==> config.mk <==
export PLATFORM = sky130hd
export DESIGN_NAME = muxn_rr_flat
export DESIGN_NICKNAME = d
export VERILOG_FILES = /design/src/rtl/muxn_pkg.sv /design/src/rtl/muxn_rr_if.sv /design/src/rtl/rr_arbiter.sv /design/src/rtl/muxn_rr.sv /design/src/flat_wrapper.sv
export SDC_FILE = /design/constraint.sdc
export NUM_CORES = 1
export LEC_CHECK = 0
export ABC_AREA = 1
export CORE_MARGIN = 2
export CORE_UTILIZATION = 34
export DETAILED_ROUTE_END_ITERATION = 10
export PLACE_DENSITY_LB_ADDON = 0.25
export REMOVE_ABC_BUFFERS = 1
export SYNTH_ARGS = -nofsm -noshare
export SYNTH_HDL_FRONTEND = slang
export SYNTH_SLANG_ARGS = --single-unit
==> constraint.sdc <==
create_clock -name clk -period 1.3 [get_ports clk]
set_input_delay 0.26 -clock clk [delete_from_list [all_inputs] [get_ports clk]]
set_output_delay 0.26 -clock clk [all_outputs]
set_load 0.1 [all_outputs]
==> src/rtl/muxn_pkg.sv <==
// Shared definitions for the muxn_rr channel multiplexer: width helper,
// grant-mode constants and the output register state encoding.
package muxn_pkg;

  localparam int MUXN_MODE_SEL = 0;
  localparam int MUXN_MODE_RR  = 1;

  typedef enum logic {
    ST_EMPTY = 1'b0,
    ST_FULL  = 1'b1
  } state_t;

  function automatic int clog2(input int n);
    int r;
    r = 0;
    while ((1 << r) < n) r = r + 1;
    return r;
  endfunction

endpackage

==> src/rtl/muxn_rr_if.sv <==
// Channel-side and output-side signals of muxn_rr, grouped with
// master (producer/consumer side) and slave (muxn_rr side) modports.
interface muxn_rr_if
  import muxn_pkg::*;
#(
  parameter int WIDTH    = 8,
  parameter int CHANNELS = 4
) ();
  localparam int SELW = clog2(CHANNELS);

  logic [SELW-1:0]           sel;
  logic [CHANNELS-1:0]       in_valid;
  logic [CHANNELS*WIDTH-1:0] in_data;
  logic [CHANNELS-1:0]       in_ready;
  logic                      out_valid;
  logic [WIDTH-1:0]          out_data;
  logic [SELW-1:0]           out_chan;
  logic                      out_ready;
  logic [15:0]               xfer_cnt;

  modport slave (
    input  sel, in_valid, in_data, out_ready,
    output in_ready, out_valid, out_data, out_chan, xfer_cnt
  );

  modport master (
    output sel, in_valid, in_data, out_ready,
    input  in_ready, out_valid, out_data, out_chan, xfer_cnt
  );
endinterface

==> src/rtl/rr_arbiter.sv <==
// Round-robin arbiter: grants the first requester found searching upward
// from last+1, wrapping modulo CHANNELS. One-hot or zero grant.
module rr_arbiter #(
  parameter int CHANNELS = 4,
  parameter int SELW     = 2
) (
  input  logic [CHANNELS-1:0] req,
  input  logic [SELW-1:0]     last,
  output logic [CHANNELS-1:0] gnt
);

  logic found;

  always_comb begin
    gnt   = '0;
    found = 1'b0;
    for (int d = 1; d <= CHANNELS; d++) begin
      for (int k = 0; k < CHANNELS; k++) begin
        if (!found && req[k] && (((int'(last) + d) % CHANNELS) == k)) begin
          gnt[k] = 1'b1;
          found  = 1'b1;
        end
      end
    end
  end

endmodule

==> src/rtl/muxn_rr.sv <==
// N-channel multiplexer into a one-deep output register; explicit-select or
// round-robin grant. Optional transfer counter under MUXN_RR_XFER_CNT_EN.
//
// state    | meaning
// ST_EMPTY | output register holds no word, out_valid=0
// ST_FULL  | output register holds a word, out_valid=1
module muxn_rr
  import muxn_pkg::*;
#(
  parameter int WIDTH    = 8,
  parameter int CHANNELS = 4,
  parameter int MODE     = MUXN_MODE_SEL
) (
  input  logic     clk,
  input  logic     rst_n,
  muxn_rr_if.slave bus
);
  localparam int SELW = clog2(CHANNELS);

  state_t              state_q, state_d;
  logic [WIDTH-1:0]    out_data_q, out_data_d;
  logic [SELW-1:0]     out_chan_q, out_chan_d;
  logic [CHANNELS-1:0] gnt;
  logic [SELW-1:0]     gnt_idx;
  logic [WIDTH-1:0]    gnt_word;
  logic                can_load;
  logic                load;

  // rst_n gates the grant so in_ready stays low for the whole reset pulse
  assign can_load     = rst_n && ((state_q == ST_EMPTY) || bus.out_ready);
  assign bus.in_ready = can_load ? gnt : '0;
  assign load         = |bus.in_ready;

  generate
    if (MODE == MUXN_MODE_RR) begin : g_rr
      logic [SELW-1:0] last_q, last_d;
      logic            unused_sel;

      assign unused_sel = ^bus.sel;

      always_comb last_d = load ? gnt_idx : last_q;

      always_ff @(posedge clk or negedge rst_n) begin
        if (!rst_n) last_q <= SELW'(CHANNELS - 1);
        else        last_q <= last_d;
      end

      rr_arbiter #(.CHANNELS(CHANNELS), .SELW(SELW)) u_arb (
        .req  (bus.in_valid),
        .last (last_q),
        .gnt  (gnt)
      );
    end else begin : g_sel
      // an out-of-range sel matches no k, so nothing is granted
      always_comb begin
        gnt = '0;
        for (int k = 0; k < CHANNELS; k++) begin
          if ({1'b0, bus.sel} == (SELW + 1)'(k)) gnt[k] = bus.in_valid[k];
        end
      end
    end
  endgenerate

  always_comb begin
    gnt_idx  = '0;
    gnt_word = '0;
    for (int k = 0; k < CHANNELS; k++) begin
      if (gnt[k]) begin
        gnt_idx  = SELW'(k);
        gnt_word = bus.in_data[k*WIDTH +: WIDTH];
      end
    end
  end

  always_comb begin
    state_d    = state_q;
    out_data_d = out_data_q;
    out_chan_d = out_chan_q;
    case (state_q)
      ST_EMPTY: if (load) state_d = ST_FULL;
      ST_FULL:  if (bus.out_ready && !load) state_d = ST_EMPTY;
    endcase
    if (load) begin
      out_data_d = gnt_word;
      out_chan_d = gnt_idx;
    end
  end

  always_ff @(posedge clk or negedge rst_n) begin
    if (!rst_n) begin
      state_q    <= ST_EMPTY;
      out_data_q <= '0;
      out_chan_q <= '0;
    end else begin
      state_q    <= state_d;
      out_data_q <= out_data_d;
      out_chan_q <= out_chan_d;
    end
  end

  assign bus.out_valid = (state_q == ST_FULL);
  assign bus.out_data  = out_data_q;
  assign bus.out_chan  = out_chan_q;

`ifdef MUXN_RR_XFER_CNT_EN
  logic [15:0] xfer_cnt_q, xfer_cnt_d;

  always_comb begin
    xfer_cnt_d = xfer_cnt_q;
    if ((state_q == ST_FULL) && bus.out_ready) xfer_cnt_d = xfer_cnt_q + 16'd1;
  end

  always_ff @(posedge clk or negedge rst_n) begin
    if (!rst_n) xfer_cnt_q <= '0;
    else        xfer_cnt_q <= xfer_cnt_d;
  end

  assign bus.xfer_cnt = xfer_cnt_q;
`else
  assign bus.xfer_cnt = '0;
`endif

endmodule

==> src/flat_wrapper.sv <==
// flat-port wrapper written by rule: the top's interface ports become plain ports
module muxn_rr_flat import muxn_pkg::*;
#(
  parameter int WIDTH    = 8,
  parameter int CHANNELS = 4,
  parameter int MODE     = MUXN_MODE_SEL
)
  (clk, rst_n, bus_sel, bus_in_valid, bus_in_data, bus_out_ready, bus_in_ready, bus_out_valid, bus_out_data, bus_out_chan, bus_xfer_cnt);
  muxn_rr_if #(.WIDTH(WIDTH), .CHANNELS(CHANNELS)) bus_i ();
  input  logic clk;
  input  logic rst_n;
  input wire logic [$bits(bus_i.sel)-1:0] bus_sel;
  input wire logic [$bits(bus_i.in_valid)-1:0] bus_in_valid;
  input wire logic [$bits(bus_i.in_data)-1:0] bus_in_data;
  input wire logic [$bits(bus_i.out_ready)-1:0] bus_out_ready;
  output wire logic [$bits(bus_i.in_ready)-1:0] bus_in_ready;
  output wire logic [$bits(bus_i.out_valid)-1:0] bus_out_valid;
  output wire logic [$bits(bus_i.out_data)-1:0] bus_out_data;
  output wire logic [$bits(bus_i.out_chan)-1:0] bus_out_chan;
  output wire logic [$bits(bus_i.xfer_cnt)-1:0] bus_xfer_cnt;
  assign bus_i.sel = bus_sel;
  assign bus_i.in_valid = bus_in_valid;
  assign bus_i.in_data = bus_in_data;
  assign bus_i.out_ready = bus_out_ready;
  assign bus_in_ready = bus_i.in_ready;
  assign bus_out_valid = bus_i.out_valid;
  assign bus_out_data = bus_i.out_data;
  assign bus_out_chan = bus_i.out_chan;
  assign bus_xfer_cnt = bus_i.xfer_cnt;
  muxn_rr #(.WIDTH(WIDTH), .CHANNELS(CHANNELS), .MODE(MODE)) u_core (.clk(clk), .rst_n(rst_n), .bus(bus_i));
endmodule
==> results.json <==
{
  "nFillCells": 229,
  "max_stage_delay_ps": 380,
  "core_um2": 2710,
  "ir_drop_mv": 1.04,
  "grt_pass1_wl_mm": 4.83,
  "cts_root_buf": "clkbuf_4",
  "synthAdderAreaFrac_pct": 0,
  "critPathKind": "reg2out",
  "status": "finished, violations left",
  "antenna-diode-count": 0,
  "syn_inst": 132,
  "placed_area_um2": 1740,
  "grt_usage_pct": 18.6,
  "ys.flop_type": "dfrtp_1",
  "numClockSinks": 11,
  "cts_tree": "yes",
  "total_power_mw": 2.15,
  "drt_iter0_markers": 43,
  "drive_gt1_share_pct": 28.9,
  "clockBufferDepth": 2,
  "grt_pass1_vias": 1123,
  "powerDensity_nw_per_um2": 1170,
  "yosys_warnings": 0,
  "hold_viol_final": 0,
  "cts_hold_buf": 0,
  "yosys.cell_types.count": 17,
  "overflow": 0,
  "dieWidth_um": 57.2,
  "gp_congestion": 0.870,
  "wl_mm": 2.94,
  "final-setup-viol-count": 4,
  "rsz0062_at_grt": "yes",
  "violations": "negative setup slack",
  "hold_class": "in2async",
  "leakagePower_nw": 0.855,
  "end_kind": "output pin",
  "async_flop_share_pct": 100,
  "worstSetupStartpointType": "flop",
  "drv_slew": 0,
  "grt_max_degree": 18,
  "crit_family": "flip-flops",
  "setup_slack_ps": -245,
  "clock_skew_ps": 0.855,
  "mappedNetlistArea_um2": 962,
  "final_antenna_net_count": 0,
  "fin_crit_sh_pct": 119,
  "required_ps": 1040,
  "hpwl_mm": 2.40,
  "drv_cap": 0,
  "intPower_mw": 1.02,
  "crit_slowest_cell": "dfrtp_1",
  "p_seq_share_pct": 22.5,
  "synth-seq-cells": 11,
  "cts_buffers": 3,
  "path_max_fanout": 5,
  "io_pins": 72,
  "finish.instance_area_um2": 1840,
  "die_h_um": 57.2,
  "antenna_found_initial": 0,
  "io_buffers": 55,
  "dp_slack_ps": -439,
  "die_area_um2": 3270,
  "min_period_ps": 1550,
  "wl_per_cell_um": 12.7,
  "route.detailed.drc": 0,
  "drtPass1Iterations": 4,
  "clkTransAtPathRegs_ps": 60,
  "synth.mux.area_fraction_pct": 0,
  "combPwrFrac_pct": 66.8,
  "p_clk_share_pct": 10.7,
  "synth_xor_area_share_pct": 0,
  "ys_seq_area_share_pct": 28.6,
  "synth_edf_count": 0,
  "syn_to_final_growth_pct": 90.9,
  "avgSynthCellArea_um2": 7.29,
  "vias_per_cell": 5.19,
  "rows": 19,
  "start_util_pct": 35.5,
  "h-tree-depth": 1,
  "crit_buf_inv": 2,
  "num_vias": 1204,
  "synth_compound_area_share_pct": 3.25,
  "synth_top_family_by_area": "simple AND/OR/NAND/NOR gates",
  "cp_cell_sequence": "nand2_2 -> nand2_4 -> nor3_2 -> buf_4 -> buf_12",
  "cp.arrival_ps": 1290,
  "swShare_pct": 52.6,
  "p_sw_mw": 1.13,
  "yosys.area_share.simple_pct": 45.6,
  "clkLatencyLatePin_ps": 270,
  "fin_nets": 243,
  "fmax_ghz": 0.647
}
synth_stat cells (2+ instances only):
cell / number / area, µm²
nand4_1: 32 / 200
buf_2: 5 / 25.0
inv_2: 2 / 7.51
nand2_2: 2 / 12.5
nand2_1: 23 / 86.3
nor3_1: 3 / 15.0
nand3_1: 20 / 100
dfrtp_1: 11 / 275
buf_6: 2 / 22.5
buf_4: 20 / 150
inv_1: 2 / 7.51
nor2_1: 5 / 18.8
cell families (layout without fill, tap and decap cells):
| group | count (synthesis) | count (layout) |
|---|---|---|
| other | 1 | 16 |
| AOI/OAI and AO/OA | 3 | 3 |
| buffers and inverters | 31 | 85 |
| and+or+nand+nor | 86 | 86 |
| DFF | 11 | 11 |
flip-flops by register name, indices dropped and copies added (netlist names):
| name | flops |
|---|---|
| u_core.bus.out_valid | 1 |
| u_core.bus.out_chan | 2 |
| u_core.bus.out_data | 8 |
cell type report:
class	count	area, µm²	share of cell area (%)
flip-flops and latches	11	275	15.0
inverters	4	15.0	0.817
repair buffers	77	892	48.6
multi-input cells	105	589	32.1
clock buffers	4	26.3	1.43
well taps	31	38.8	2.11
power by group through the flow:
stage | clock, mW | combinational [mW] | sequential, mW
after floorplan | 0 | 0.356 | 0.950
after global placement | 0 | 1.41 | 0.489
after detailed placement | 0 | 1.42 | 0.491
after CTS | 0.234 | 1.42 | 0.486
after global routing | 0.258 | 1.48 | 0.492
final | 0.229 | 1.43 | 0.484
through the flow:
step	util, %	setup TNS [ps]	cells	hold slack (ps)
3_5_place_dp	64.0	-5800	226	548
4_1_cts	66.1	-949	231	122
5_1_grt	67.8	-1120	232	124
6_report	67.8	-842	232	116
3_3_place_gp	64.0	-5210	226	544
2_1_floorplan	-	-14480	120	-35.6
cell usage in the layout, fill, tap and decap left out, types with 2 or more instances in the layout:
| cell type | synthesis | routed |
|---|---|---|
| buf_12 | 0 | 17 |
| buf_4 | 20 | 19 |
| clkbuf_4 | 0 | 3 |
| clkdlybuf4s50_1 | 0 | 32 |
| conb_1 | 1 | 16 |
| dfrtp_1 | 11 | 11 |
| dlygate4sd2_1 | 0 | 6 |
| dlymetal6s2s_1 | 0 | 2 |
| inv_2 | 2 | 3 |
| nand2_1 | 23 | 19 |
| nand2_2 | 2 | 4 |
| nand2_4 | 0 | 2 |
| nand3_1 | 20 | 20 |
| nand4_1 | 32 | 32 |
| nor2_1 | 5 | 2 |
| nor2_2 | 1 | 2 |
| nor2_4 | 0 | 2 |
| nor3_2 | 0 | 2 |
final timing paths:
kind | start | end | slack [ps] | cells past startpoint
hold reg to reg | u_core.bus.out_chan[1]$_DFFE_PN0P_ | u_core.bus.out_chan[1]$_DFFE_PN0P_ | 560 | 2
max in group asynchronous | rst_n | u_core.bus.out_data[1]$_DFFE_PN0P_ | 1040 | 2
setup / recovery | u_core.bus.out_valid$_DFF_PN0_ | bus_in_ready[1] | -250 | 5
hold / removal | rst_n | u_core.bus.out_chan[0]$_DFFE_PN0P_ | 120 | 2
setup reg to reg | u_core.bus.out_valid$_DFF_PN0_ | u_core.bus.out_data[0]$_DFFE_PN0P_ | 120 | 7
min in group clk | bus_out_ready | u_core.bus.out_valid$_DFF_PN0_ | 510 | 5
timing repair:
action	4_1_cts	5_1_grt
hold endpoints to repair	0	0
pin swaps	3	4
setup endpoints to repair	15	11
setup buffers	1	1
gates resized for setup	14	11
metal layers:
metal	track usage (%)	wire, µm	up-vias
met5	0	0	-
met4	8.64	48	0
li1	-	-	582
met3	3.17	290	7
met2	31.7	1480	79
met1	22.8	1120	536
worst reg2reg max path: stages, from the launching register on:
cell,delay [ps]
dfrtp_1,380
nand2_2,100
nand2_4,90
inv_2,110
o21ai_2,100
buf_12,150
nand3_1,90
nand2_1,60
(Power assumes the default switching activity.)
